==> config.mk <==
export PLATFORM = sky130hd
export DESIGN_NAME = operand_forward_unit
export DESIGN_NICKNAME = d
export VERILOG_FILES = /design/src/rtl/operand_forward_unit.sv
export SDC_FILE = /design/constraint.sdc
export NUM_CORES = 1
export LEC_CHECK = 0
export CORE_ASPECT_RATIO = 1.5
export CORE_MARGIN = 2
export CORE_UTILIZATION = 35
export CTS_CLUSTER_DIAMETER = 30
export DETAILED_ROUTE_END_ITERATION = 7
export PLACE_DENSITY = 0.7
export SYNTH_ARGS = -nofsm -noshare
export SYNTH_HDL_FRONTEND = slang
export SYNTH_SLANG_ARGS = --single-unit
==> constraint.sdc <==
create_clock -name clk -period 3 [get_ports clk]
set_input_delay 0.45 -clock clk [delete_from_list [all_inputs] [get_ports clk]]
set_output_delay 0.45 -clock clk [all_outputs]
set_load 0.03 [all_outputs]
==> src/rtl/operand_forward_unit.sv <==
// ---------------------------------------------------------------------------
// operand_forward_unit
//
// Purpose:
//   Consumer end of the forwarding bus. Resolves the rs1/rs2 operand values
//   for the instruction in decode from three bypass records (EX, MEM, WB) or
//   from the register file. It stalls decode when an operand depends on a
//   result that is not final yet. Resolved operands are then registered into
//   the ID/EX boundary under a valid/ready handshake.
//
// Ports:
//   clk, reset            clock and synchronous active-high reset
//   flush                 kill the ID/EX instruction and block capture
//   id_valid / id_ready   decode-side handshake
//   id_rs1, id_rs2        source register indices
//   rf_rs1_data/rs2_data  combinational register-file read data
//   fwd_ex/mem/wb         bypass records (data_valid, data, address)
//   ex_valid / ex_ready   execute-side handshake
//   ex_rs1/2_data         resolved operands
//   ex_rs1/2_src          operand source: 0=RF, 1=WB, 2=MEM, 3=EX
//   stall_cycles          saturating count of hazard-stall cycles
//   hazard_timeout        sticky flag: hazard lasted STALL_LIMIT cycles
// ---------------------------------------------------------------------------
package forwarding;
  typedef struct packed {
    logic        data_valid;
    logic [31:0] data;
    logic [4:0]  address;
  } t;
endpackage

module operand_forward_unit #(
  parameter int STALL_LIMIT = 15,
  parameter int CNT_W       = 32
) (
  input  logic             clk,
  input  logic             reset,
  input  logic             flush,
  input  logic             id_valid,
  output logic             id_ready,
  input  logic [4:0]       id_rs1,
  input  logic [4:0]       id_rs2,
  input  logic [31:0]      rf_rs1_data,
  input  logic [31:0]      rf_rs2_data,
  input  forwarding::t     fwd_ex,
  input  forwarding::t     fwd_mem,
  input  forwarding::t     fwd_wb,
  output logic             ex_valid,
  input  logic             ex_ready,
  output logic [31:0]      ex_rs1_data,
  output logic [31:0]      ex_rs2_data,
  output logic [1:0]       ex_rs1_src,
  output logic [1:0]       ex_rs2_src,
  output logic [CNT_W-1:0] stall_cycles,
  output logic             hazard_timeout
);

  localparam int RUN_W = $clog2(STALL_LIMIT + 1);

  localparam logic [1:0] SRC_RF  = 2'd0;
  localparam logic [1:0] SRC_WB  = 2'd1;
  localparam logic [1:0] SRC_MEM = 2'd2;
  localparam logic [1:0] SRC_EX  = 2'd3;

  typedef struct packed {
    logic        hazard;
    logic [1:0]  src;
    logic [31:0] data;
  } resolved_t;

  // First address match in EX > MEM > WB order wins. An unresolved winner is
  // a hazard: an older (lower-priority) value would be stale, so it is never
  // used as a fallback. Index 0 is hardwired zero and never hazards.
  function automatic resolved_t resolve_operand(
    input logic [4:0]   idx,
    input logic [31:0]  rf,
    input forwarding::t ex,
    input forwarding::t mem,
    input forwarding::t wb
  );
    resolved_t r;
    r.hazard = 1'b0;
    r.src    = SRC_RF;
    r.data   = rf;
    if (idx == 5'd0) begin
      r.data = '0;
    end else if (ex.address == idx) begin
      if (ex.data_valid) begin
        r.data = ex.data;
        r.src  = SRC_EX;
      end else begin
        r.hazard = 1'b1;
      end
    end else if (mem.address == idx) begin
      if (mem.data_valid) begin
        r.data = mem.data;
        r.src  = SRC_MEM;
      end else begin
        r.hazard = 1'b1;
      end
    end else if (wb.address == idx) begin
      if (wb.data_valid) begin
        r.data = wb.data;
        r.src  = SRC_WB;
      end else begin
        r.hazard = 1'b1;
      end
    end
    return r;
  endfunction

  logic [1:0][4:0]  rs_idx;
  logic [1:0][31:0] rf_data;
  resolved_t [1:0]  res;
  logic [1:0]       res_hazard;

  assign rs_idx  = {id_rs2, id_rs1};
  assign rf_data = {rf_rs2_data, rf_rs1_data};

  generate
    for (genvar gi = 0; gi < 2; gi++) begin : g_operand
      assign res[gi]        = resolve_operand(rs_idx[gi], rf_data[gi], fwd_ex, fwd_mem, fwd_wb);
      assign res_hazard[gi] = res[gi].hazard;
    end
  endgenerate

  logic                 ex_valid_reg;
  logic [1:0][31:0]     ex_data_reg;
  logic [1:0][1:0]      ex_src_reg;
  logic [CNT_W-1:0]     stall_cnt_reg;
  logic [RUN_W-1:0]     run_cnt_reg;
  logic                 timeout_reg;

  logic hazard;
  logic slot_free;
  logic accept;
  logic stall_event;
  logic run_hit;

  assign hazard    = id_valid & (|res_hazard);
  assign slot_free = ~ex_valid_reg | ex_ready;
  // Reset is folded in so decode never sees a handshake while state clears.
  assign id_ready  = ~reset & ~hazard & slot_free & ~flush;
  assign accept    = id_valid & id_ready;

  // A flushed cycle does not count as a stall: the stalled instruction is
  // being discarded, and flush also restarts the consecutive-hazard run.
  assign stall_event = hazard & ~flush;
  assign run_hit     = (run_cnt_reg >= RUN_W'(STALL_LIMIT - 1));

  // ID/EX boundary register
  always_ff @(posedge clk) begin
    if (reset) begin
      ex_valid_reg <= 1'b0;
      ex_data_reg  <= '0;
      ex_src_reg   <= '0;
    end else if (flush) begin
      ex_valid_reg <= 1'b0;
    end else if (accept) begin
      ex_valid_reg <= 1'b1;
      for (int i = 0; i < 2; i++) begin
        ex_data_reg[i] <= res[i].data;
        ex_src_reg[i]  <= res[i].src;
      end
    end else if (ex_ready) begin
      ex_valid_reg <= 1'b0;
    end
  end

  // Stall statistics and timeout
  always_ff @(posedge clk) begin
    if (reset) begin
      stall_cnt_reg <= '0;
      run_cnt_reg   <= '0;
      timeout_reg   <= 1'b0;
    end else begin
      if (stall_event && stall_cnt_reg != {CNT_W{1'b1}}) begin
        stall_cnt_reg <= stall_cnt_reg + 1'b1;
      end
      if (stall_event) begin
        // Saturate at the limit; the sticky flag carries the information.
        if (!run_hit || run_cnt_reg < RUN_W'(STALL_LIMIT)) begin
          run_cnt_reg <= run_cnt_reg + 1'b1;
        end
        if (run_hit) begin
          timeout_reg <= 1'b1;
        end
      end else begin
        run_cnt_reg <= '0;
      end
    end
  end

  assign ex_valid       = ex_valid_reg;
  assign ex_rs1_data    = ex_data_reg[0];
  assign ex_rs2_data    = ex_data_reg[1];
  assign ex_rs1_src     = ex_src_reg[0];
  assign ex_rs2_src     = ex_src_reg[1];
  assign stall_cycles   = stall_cnt_reg;
  assign hazard_timeout = timeout_reg;

endmodule

==> reports/metrics.cfg <==
[yosys]
ys_ff_latch = 106
synth_edf_count = 0
syn_inst = 895
synthArstFlopShare_pct = 0
netlist-cell-type-count = 51
synth_top_area_cell = dfxtp_1
synth.avg_cell_area_um2 = 7.89
ys_top_cells_by_area = dfxtp_1 30%, o221ai_1 7.7%, nand3b_1 7.5%, o31ai_1 6.8%, nand2b_1 6.0%
synth-seq-area-share_pct = 30.0
syn_area_mm2 = 0.00707
syn-num-nets = 1091
synth_warnings = 0
ys.flop_type = dfxtp_1
yosysTopAreaCellShare_pct = 30.0

[setup_path]
required_ns = 2.55
reg2reg_from = stall_cycles[0]
arrival_ns = 2.48
end_kind = output port
r2r_slack_ns = 0.35
worstSetupPathType = in -> out
path_max_fanout = 4
rr_endpoint = stall_cycles[8]
cp-start-kind = input pin
reg2reg_depth = 10

[drt]
routed_via_density = 5.65
num_vias = 8156
dr.pass1.iters = 5
drt-initial-drc-count = 428
ant_nets = 0
wire_per_inst_um = 19.2
drt_wl_total_um = 27800
drc = 0

[global_routing]
groute.layer.met3.usage_pct = 5.85
grtUsageMet1_pct = 28.4
grtUsageMet2_pct = 45.8
grtUsageTotal_pct = 25.5
antenna_found_initial = 5
grt_max_degree = 80
grt_pass1_wl_um = 43200
grt-busiest-layer = met2
grt_pass1_vias = 8125
grt_overflow = 0

[timing]
setup-violations-final = 0
tightest_slew_ns = 1.08
clock_skew_ns = 0.00706
final-hold-violation-count = 0
rsz0062_at_grt = true
hold_ws_ns = 0.356
fmax_mhz = 341
relSlewSlack_pct = 28.2
period_share_pct = 97.8
maxSlewViolCount = 0
finalCriticalPeriod_ns = 2.93

[cells_and_area]
final_cell_mix = 289 x clkdlybuf4s50_1, 106 x dfxtp_1, 71 x nand3b_1
drive_gt1_share_pct = 9.66
synthToLayoutAreaGrowth_pct = 55.3
final_common_cell = clkdlybuf4s50_1
fin_util_pct = 55.5
fill_cells = 1871
final_nets = 1372

[die]
die_area_mm2 = 0.0214
start_util_pct = 35.7
io_pins = 296
core_area_mm2 = 0.0198
die_w_um = 120
row_count = 63
die_h_um = 178

[cts]
cts_tree = done
clock_path_buffers = 2
clk_pin_slew_ns = 0.06
clkLatencyLatePin_ns = 0.36
clockRootBuffer = clkbuf_16
numCtsBuffers = 9
holdBufCountCts = 0
cts_max_level = 3
clkSinkCount = 106

[run_status]
status = finished clean

[placed_design]
gp_routability_congestion = 0.891
io_buffers = 295
dp_hpwl_um = 20300

[power]
p_total_uw = 3650
p_per_area_mw_per_mm2 = 332
power.leakage_uw = 0.00385
peakVddDrop_v = 0.000245

[hold_path]
hold_end = hazard_timeout
hp-class = in -> reg
min_path_cells = 2
min_from = reset

[job]
cap_viol_max_count = 0

## worst max path at each step
| stage | start | to | slack [ns] | cells past startpoint |
|---|---|---|---|---|
| after detailed placement | id_rs1[4] | stall_cycles[6] | -0.16 | 10 |
| after floorplan | stall_cycles[0] | stall_cycles[0] | 0.30 | 9 |
| final | fwd_mem[4] | id_ready | 0.07 | 10 |
| after CTS | id_rs1[3] | id_ready | 0.008 | 9 |
| after global routing | id_rs1[4] | stall_cycles[13] | -0.04 | 11 |
| after global placement | id_rs1[1] | stall_cycles[7] | -0.18 | 10 |
## area by class of cell
class | instances | area, um^2 | share of cell area (%)
multi-input combinational | 698 | 4640 | 42.3
clock buffer | 13 | 270 | 2.46
tap | 260 | 325 | 2.96
inverter | 6 | 22.5 | 0.205
sequential | 106 | 2120 | 19.3
antenna | 3 | 7.51 | 0.0684
timing repair buffer | 355 | 3550 | 32.4
clock inverter | 2 | 35.0 | 0.319
## kinds of logic after synthesis
logic type               after synthesis  share of synthesized area (%)
buffers and inverters                 91                           4.94
AND/OR/NAND/NOR                      404                           32.7
flip-flops                           106                           30.0
AO/OA/AOI/OAI                        229                           23.2
XOR/XNOR                              33                           4.09
adder cells (fa/ha/maj)                3                          0.531
multiplexers                          29                           4.52
## synth_stat cells (7+ instances only)
cell type  number
nand3b_1       71
and3_1          7
dfxtp_1       106
nand3_1        49
nor4_1         14
nor3_1         10
o21ai_0        41
o31ai_1        64
nand2b_1       68
nand2_1        52
mux2_2         22
nor2b_1        25
or3_1           8
clkbuf_1       76
a31oi_1        32
a21oi_1        13
or4_1           8
xnor2_1        15
o221ai_1       62
nor2_1         67
xor2_1         18
## routing by layer
layer,vias to the layer above,share of wire [%]
met3,64,7.5
met5,-,0.047
met2,340,51
li1,3925,-
met4,2,3.8
met1,3825,37
## worst max-delay path: stages
cell and delay (ns):
clkdlybuf4s50_1 0.50, buf_4 0.13, xor2_1 0.13, nor3_1 0.08
buf_4 0.15, and3_1 0.16, o311a_1 0.39, a31oi_4 0.16
and3_4 0.20, buf_6 0.13
## stage by stage
stage,setup WS [ns],cell area [um^2],setup TNS (ns),instances
after floorplan,0.302,7070,0,895
after global placement,-0.180,10600,-5.61,1424
after detailed placement,-0.164,10600,-5.29,1424
after CTS,0.00838,10900,0,1439
after global routing,-0.0353,11000,-0.222,1442
final,0.0664,11000,0,1443
## report_power, final
group          leakage [uW]  total (uW)  internal, uW  switching (uW)
sequential         0.000858        1470          1440            22.9
clock              0.000152        1240           711             531
combinational       0.00284         939           486             454
total               0.00385        3650          2640            1010
## repair_timing
item	CTS	global route
gates cloned	0	0
resized for setup	2	7
endpoints found under the setup margin	1	1
buffers inserted	0	1
pin swaps	0	2
(Power assumes the default switching activity.)
